[src/rtl/cdc_pkg.sv]
// rtl/cdc_pkg.sv - shared state encoding and defaults for the req/ack receive controller
package cdc_pkg;

    typedef enum logic [1:0] {
        ST_IDLE    = 2'd0,
        ST_DELIVER = 2'd1,
        ST_ACK     = 2'd2
    } cdc_state_e;

    localparam int unsigned CDC_NUM_STAGES_DEF = 2;

endpackage

[src/rtl/bit_sync_sr.sv]
// rtl/bit_sync_sr.sv - single-bit flop-chain synchroniser with synchronous active-high reset
module bit_sync_sr #(
    parameter int unsigned NUM_STAGES = 2
) (
    input  logic clk_i,
    input  logic rst_i,
    input  logic d_i,
    output logic q_o
);

    logic [NUM_STAGES-1:0] chain_q;

    always_ff @(posedge clk_i) begin
        if (rst_i) begin
            chain_q <= '0;
        end else begin
            chain_q <= {chain_q[NUM_STAGES-2:0], d_i};
        end
    end

    assign q_o = chain_q[NUM_STAGES-1];

endmodule

[src/rtl/cdc_rx_handshake_ctrl.sv]
// rtl/cdc_rx_handshake_ctrl.sv - 4-phase req/ack receiver: syncs req only, captures the held bus, hands it off on valid/ready
module cdc_rx_handshake_ctrl
    import cdc_pkg::*;
#(
    parameter int unsigned BUS_WIDTH  = 8,
    parameter int unsigned NUM_STAGES = CDC_NUM_STAGES_DEF,
    parameter int unsigned CNT_WIDTH  = 16
) (
    input  logic                 clk,
    input  logic                 rst,
    input  logic                 src_req,
    input  logic [BUS_WIDTH-1:0] src_data,
    output logic                 src_ack,
    output logic [BUS_WIDTH-1:0] dst_data,
    output logic                 dst_valid,
    input  logic                 dst_ready,
    input  logic                 err_clr,
    output logic                 proto_err,
    output logic [CNT_WIDTH-1:0] xfer_count,
    output logic                 busy
);

    logic                 req_s;
    cdc_state_e           state_q, state_d;
    logic                 ack_q, ack_d;
    logic                 valid_q, valid_d;
    logic [BUS_WIDTH-1:0] data_q, data_d;
    logic                 err_q, err_d;
    logic                 err_set;
    logic [CNT_WIDTH-1:0] cnt_q, cnt_d;

    bit_sync_sr #(
        .NUM_STAGES(NUM_STAGES)
    ) u_req_sync (
        .clk_i(clk),
        .rst_i(rst),
        .d_i  (src_req),
        .q_o  (req_s)
    );

    always_ff @(posedge clk) begin
        if (rst) begin
            state_q <= ST_IDLE;
            ack_q   <= 1'b0;
            valid_q <= 1'b0;
            data_q  <= '0;
            err_q   <= 1'b0;
            cnt_q   <= '0;
        end else begin
            state_q <= state_d;
            ack_q   <= ack_d;
            valid_q <= valid_d;
            data_q  <= data_d;
            err_q   <= err_d;
            cnt_q   <= cnt_d;
        end
    end

    // src_data is only trusted on the IDLE->DELIVER edge, once req_s proves it has settled
    always_comb begin
        state_d = state_q;
        ack_d   = ack_q;
        valid_d = valid_q;
        data_d  = data_q;
        cnt_d   = cnt_q;
        err_set = 1'b0;
        unique case (state_q)
            ST_IDLE: begin
                ack_d   = 1'b0;
                valid_d = 1'b0;
                if (req_s) begin
                    data_d  = src_data;
                    valid_d = 1'b1;
                    state_d = ST_DELIVER;
                end
            end
            ST_DELIVER: begin
                if (!req_s) begin
                    err_set = 1'b1;
                end
                if (valid_q && dst_ready) begin
                    valid_d = 1'b0;
                    ack_d   = 1'b1;
                    cnt_d   = cnt_q + CNT_WIDTH'(1);
                    state_d = ST_ACK;
                end
            end
            ST_ACK: begin
                if (!req_s) begin
                    ack_d   = 1'b0;
                    state_d = ST_IDLE;
                end else begin
                    ack_d = 1'b1;
                end
            end
            default: begin
                ack_d   = 1'b0;
                valid_d = 1'b0;
                state_d = ST_IDLE;
            end
        endcase
        err_d = err_set | (err_q & ~err_clr);
    end

    assign src_ack    = ack_q;
    assign dst_valid  = valid_q;
    assign dst_data   = data_q;
    assign proto_err  = err_q;
    assign xfer_count = cnt_q;
    assign busy       = (state_q != ST_IDLE);

endmodule

[config.mk]
export PLATFORM = sky130hd
export DESIGN_NAME = cdc_rx_handshake_ctrl
export DESIGN_NICKNAME = d
export VERILOG_FILES = /design/src/rtl/cdc_pkg.sv /design/src/rtl/bit_sync_sr.sv /design/src/rtl/cdc_rx_handshake_ctrl.sv
export SDC_FILE = /design/constraint.sdc
export NUM_CORES = 1
export LEC_CHECK = 0
export ABC_AREA = 0
export BUFFER_PORTS_ARGS = -buffer_cell sky130_fd_sc_hd__buf_2
export CAP_MARGIN = 25
export CORE_MARGIN = 1.5
export CORE_UTILIZATION = 45
export DETAILED_ROUTE_END_ITERATION = 6
export GPL_TIMING_DRIVEN = 0
export PLACE_DENSITY_LB_ADDON = 0.15
export SLEW_MARGIN = 10
export SYNTH_ARGS = -nofsm -noshare
export SYNTH_HDL_FRONTEND = slang
export SYNTH_HIERARCHICAL = 1
export SYNTH_SLANG_ARGS = --single-unit
export TNS_END_PERCENT = 1
[constraint.sdc]
create_clock -name clk -period 1.9 [get_ports clk]
set_clock_uncertainty 0.2 [all_clocks]
set_input_delay 0.095 -clock clk [delete_from_list [all_inputs] [get_ports clk]]
set_output_delay 0.095 -clock clk [all_outputs]
set_load 0.03 [all_outputs]
==> flow_summary.json, run 1 <==
{
  "clockRootBuffer": "clkbuf_4",
  "n_antenna_cell": 0,
  "cp-end-kind": "register",
  "drt-pass1-iter-count": 6,
  "report.final.slew_viol_count": 0,
  "overflow": 0,
  "cellLeakagePower_nw": 0.777,
  "clkSlewWorstSetupHoldPaths_ns": 0.10,
  "yosysTopAreaCell": "dfxtp_1",
  "die_h_um": 58.0,
  "slowest_stage": "dfxtp_2",
  "hold_class": "register to register",
  "fin_crit_ns": 1.77,
  "cts_sinks": 31,
  "htreeDepth": 2,
  "min_from": "u_req_sync/chain_q[0]",
  "ys_seq_area_share_pct": 45.5,
  "die_area_mm2": 0.00337,
  "synth-warning-count": 6,
  "worst_ep_arrival_time_ns": 1.83,
  "io_buffers": 40,
  "synth_area_mm2": 0.00136,
  "yosys-top-cells-area": "dfxtp_1 46%, a21oi_1 6.6%, nand3_1 5.9%",
  "ff2ff_setup_slack_ns": 0.13,
  "initial_core_util_pct": 48.6,
  "grt_pass1_vias": 1251,
  "rsz0062_at_grt": "false",
  "numCtsBuffers": 5,
  "synth_edf_count": 0,
  "synthFlopType": "dfxtp_1",
  "min_period_over_period_pct": 93.2,
  "cp.required_ns": 1.96,
  "final_util_pct": 64.5,
  "viasPerCell": 5.36,
  "synth_top_area_share_pct": 45.5,
  "crit_chain": "inv_2, ha_4, and3_1, buf_4, nand4_1, or3_1, a21oi_1",
  "antenna_found_initial": 0,
  "postSynth.asyncResetShare_pct": 0,
  "place_congestion": 0.752,
  "max_stage_delay_ns": 0.35,
  "grt_max_degree": 11,
  "drive_gt1_share_pct": 27.6,
  "ys_types": 30,
  "power_density_mw_per_mm2": 935,
  "outcome": "finished clean",
  "ys_top_cells_by_count": "31 x dfxtp_1, 18 x a21oi_1, 16 x nand3_1, 14 x nand2_1, 13 x nor2_1",
  "syn_to_final_growth_pct": 32.9,
  "die_x_um": 58.0,
  "placed_area_mm2": 0.00160,
  "cts_tree": "yes",
  "finalHoldViolations": 0,
  "ant_nets": 0,
  "final_cell_area_mm2": 0.00181,
  "startpoint_type": "register",
  "post-dp-hpwl_mm": 2.19,
  "syn_inst": 156,
  "max_freq_mhz": 565,
  "relSlewSlack_pct": 65.8,
  "drv_cap": 0,
  "r2r_cells": 7,
  "ir_worst_vdd_mv": 0.784,
  "clk_latency_ns": 0.33,
  "setup_violations": 0,
  "ios": 41,
  "globalRouteTotalUtil_pct": 21.0,
  "r2r_start": "state_q[1]",
  "wl_mm": 3.20,
  "drt_iter0_drc": 52,
  "cp_max_fo": 8,
  "synth_area_per_cell_um2": 8.73,
  "hold_path_end": "u_req_sync/chain_q[1]",
  "holdPathStages": 1,
  "timing.rr.end": "xfer_count[15]",
  "max_slew.worst_pin.slew_ns": 0.513,
  "n_fill_cell": 242,
  "core_area_mm2": 0.00281,
  "final_nets": 235,
  "yosys_register_bits": 31,
  "grt_pass1_wl_mm": 5.35,
  "num_rows": 19,
  "syn-num-nets": 174,
  "clk_path_buf_depth": 2,
  "critical_path_class": "register to register",
  "drc": 0,
  "avgRoutedWirePerCell_um": 12.9,
  "synthMostInstantiatedCell": "dfxtp_1",
  "vias": 1329
}
## sequential cells by signal, summed over array words and instances (netlist names)
register and flops:
proto_err 1, dst_data 8, src_ack 1, dst_valid 1, u_req_sync/chain_q 2, state_q 2, xfer_count 16
## layout make-up
| cell class | instances | area, um2 | share of cell area [%] |
|---|---|---|---|
| multi-input cells | 116 | 716 | 39.5 |
| clock buffers | 6 | 51.3 | 2.83 |
| plain buffers | 6 | 27.5 | 1.52 |
| flip-flops and latches | 31 | 623 | 34.4 |
| well taps | 31 | 38.8 | 2.14 |
| inverters | 3 | 11.3 | 0.622 |
| repair buffers | 54 | 338 | 18.7 |
| clock inverters | 1 | 5.00 | 0.276 |
## per-layer routing
layer  global-route usage, %  wire (um)  vias up
met5                       0          0        -
met4                    8.64         39        0
met3                    7.37        152        4
met2                    33.9       1560       36
met1                    25.4       1450      624
li1                        -          -      665
## through the flow
stage | setup TNS, ns | power, mW | hold WS [ns] | setup WS, ns | instances
2_1_floorplan | 0 | 1.11 | -0.0334 | 0.0892 | 156
4_1_cts | 0 | 1.67 | 0.257 | 0.0497 | 247
3_3_place_gp | -0.0189 | 1.21 | 0.112 | -0.0117 | 227
3_5_place_dp | -0.253 | 1.23 | 0.108 | -0.0733 | 227
5_1_grt | 0 | 1.81 | 0.265 | 0.00156 | 248
6_report | 0 | 1.69 | 0.255 | 0.129 | 248
## worst max-delay path by stage
| stage | startpoint | endpoint | slack (ns) | cells after the start |
|---|---|---|---|---|
| detailed placement | state_q[1] | xfer_count[11] | -0.07 | 6 |
| floorplan | xfer_count[0] | xfer_count[14] | 0.09 | 5 |
| CTS | state_q[1] | xfer_count[15] | 0.05 | 7 |
| global placement | state_q[1] | xfer_count[13] | -0.01 | 6 |
| global route | state_q[1] | xfer_count[15] | 0.002 | 7 |
| finish | state_q[1] | xfer_count[15] | 0.13 | 7 |
## layout by cell type (no fill, tap or decap), drive strengths merged, types with 3 or more instances in the layout
master,count
dfxtp,31
clkbuf,8
buf,45
and4,3
nand2,14
xor2,4
or3,5
o21ai,7
a21oi,18
nor3,3
ha,5
inv,3
nand3,17
dlygate4sd3,13
nor2,13
mux2,3
and3,4
nor2b,6
nand4,4
xnor2,4
## logic make-up (layout without fill, tap and decap cells)
logic type,Yosys count,in the layout,synth area share (%)
buffers and inverters,9,70,2.85
muxes,4,4,3.21
and+or+nand+nor,72,72,28.4
adders and majority gates,5,5,4.59
DFF,31,31,45.5
xor gates and xnor gates,8,8,5.14
AOI/OAI and AO/OA,27,27,10.3
## worst max-delay path: cells and delay by family (launching register included)
kind | cells | cell delay [ns]
AND/OR/NAND/NOR | 3 | 0.60
AO/OA/AOI/OAI | 1 | 0.13
adder cells (fa/ha/maj) | 1 | 0.18
buffers and inverters | 2 | 0.23
flip-flops | 1 | 0.35
## repair_timing
action	CTS	global route
pin swaps	1	0
endpoints found under the setup margin	7	8
gates resized for setup	2	3
hold endpoints to repair	14	0
buffers inserted	0	1
hold buffers	13	0
## power breakdown
part           internal [mW]  switching, mW  total (mW)
registers              0.699         0.0405       0.740
logic                  0.218          0.341       0.560
clock network          0.171          0.221       0.393
No activity file was read; power rests on OpenSTA's default activity.
==> run 2: changes to the inputs <==
--- a/config.mk
+++ b/config.mk
@@ -13,6 +13,7 @@
 export DETAILED_ROUTE_END_ITERATION = 6
 export GPL_TIMING_DRIVEN = 0
 export PLACE_DENSITY_LB_ADDON = 0.15
+export REMOVE_ABC_BUFFERS = 1
 export SLEW_MARGIN = 10
 export SYNTH_ARGS = -nofsm -noshare
 export SYNTH_HDL_FRONTEND = slang
==> run 2 against run 1 <==
Compared with the run above:
- critical endpoint is now xfer_count[14]
- critical path depth down 1
- non-clock buffer count fell by 9
- global-route usage down 1.5 points
- maximum frequency decreased by 5.4%
- via count shrank 5.5%
- cell count decreased by 3.6%
==> flow_summary.json, run 2 (synthesis gave the netlist of run 1 again) <==
{
  "core_area_mm2": 0.00281,
  "place_congestion": 0.765,
  "holdPathStages": 2,
  "r2r_cells": 6,
  "avgRoutedWirePerCell_um": 12.4,
  "cts_sinks": 31,
  "final_cell_mix": "40 x buf_2, 31 x dfxtp_1, 18 x a21oi_1",
  "clockRootBuffer": "clkbuf_4",
  "layout_commonest_cell": "buf_2",
  "grt_pass1_vias": 1173,
  "drc": 0,
  "final_nets": 226,
  "critical_path_class": "register to register",
  "cts_tree": "yes",
  "finalNonFillerCells": 239,
  "viasPerCell": 5.26,
  "die_h_um": 58.0,
  "die_x_um": 58.0,
  "relSlewSlack_pct": 60.8,
  "rsz0062_at_grt": "true",
  "numCtsBuffers": 5,
  "finalHoldViolations": 0,
  "max_slew.worst_pin.slew_ns": 0.588,
  "report.final.slew_viol_count": 0,
  "fin_crit_ns": 1.87,
  "n_antenna_cell": 0,
  "power_mw": 1.62,
  "cp.required_ns": 1.95,
  "drt_iter0_drc": 54,
  "path_delay_family": "simple AND/OR/NAND/NOR gates",
  "n_fill_cell": 271,
  "min_from": "rst",
  "htreeDepth": 2,
  "antenna_found_initial": 0,
  "fin_ws_ns": 0.0272,
  "startpoint_type": "register",
  "max_stage_delay_ns": 0.34,
  "startpoint": "state_q[1]",
  "outcome": "finished clean",
  "cellLeakagePower_nw": 0.745,
  "num_rows": 19,
  "worst_ep_arrival_time_ns": 1.92,
  "place_ws_ns": -0.0488,
  "io_buffers": 40,
  "r2r_start": "state_q[1]",
  "cp_max_fo": 9,
  "globalRouteTotalUtil_pct": 19.4,
  "grt_pass1_wl_mm": 4.91,
  "hold_slack_ns": 0.0514,
  "syn_to_final_growth_pct": 28.5,
  "worst-path-buf-inv": 1,
  "slowest_stage": "dfxtp_1",
  "cts_setup_buffers": 0,
  "drt-pass1-iter-count": 6,
  "die_area_mm2": 0.00337,
  "dp.cells": 221,
  "cp-end-kind": "register",
  "clk_path_buf_depth": 2,
  "clk_latency_ns": 0.32,
  "wl_mm": 2.97,
  "largest_register_ffs": 16,
  "initial_core_util_pct": 48.6,
  "ant_nets": 0,
  "crit_chain": "inv_1, ha_2, and4_4, nand3_4, or3_1, a21oi_1",
  "drv_cap": 0,
  "setup_violations": 0,
  "hold_class": "input port to register",
  "vias": 1256,
  "max_freq_mhz": 534,
  "final_util_pct": 62.4,
  "post-dp-hpwl_mm": 2.03,
  "grt_max_degree": 34,
  "power_density_mw_per_mm2": 923,
  "ios": 41,
  "drive_gt1_share_pct": 26.9,
  "overflow": 0,
  "ir_worst_vdd_mv": 0.844,
  "min_period_over_period_pct": 98.6,
  "worst-path-stages": 6,
  "clkSlewWorstSetupHoldPaths_ns": 0.10
}
## run 2: routing by layer
metal  GRT usage (%)  routed length, um  vias up
met5               0                  0        -
met4            6.98                 46        0
met3            7.37                100        7
met2            33.4               1450       26
met1            21.9               1380      581
li1                -                  -      642
## run 2: cell type report
type                       count  area (um2)  share of cell area, %
clock buffer                   6        51.3                   2.93
tap                           31        38.8                   2.22
clock inverter                 1        5.00                  0.286
sequential                    31         621                   35.5
timing repair buffer          51         310                   17.7
inverter                       3        11.3                  0.643
multi-input combinational    116         713                   40.7
## run 2: stage by stage
| stage | cell area [um2] | TNS (ns) |
|---|---|---|
| 2_1_floorplan | 1340 | 0 |
| 3_3_place_gp | 1570 | -0.00151 |
| 3_5_place_dp | 1570 | -0.0904 |
| 4_1_cts | 1740 | 0 |
| 5_1_grt | 1750 | -0.336 |
| 6_report | 1750 | 0 |
## run 2: worst paths after layout
path                                         endpoint  slack [ns]
worst max-delay path                   xfer_count[14]        0.03
worst min-delay path                    xfer_count[0]        0.05
worst max register to register         xfer_count[14]        0.03
worst min register to register  u_req_sync/chain_q[1]        0.25
## run 2: power by group
group	leakage, nW	internal (mW)	switching (mW)
sequential	0.251	0.694	0.0313
combinational	0.460	0.186	0.318
clock	0.0341	0.171	0.214
total	0.745	1.05	0.564
## run 2: what timing repair did
item | 4_1_cts | 5_1_grt
endpoints found under the hold margin | 11 | 0
hold buffers | 11 | 0
setup endpoints to repair | 7 | 9
cloned | 0 | 0
pin swaps | 0 | 1
gates resized for setup | 2 | 1
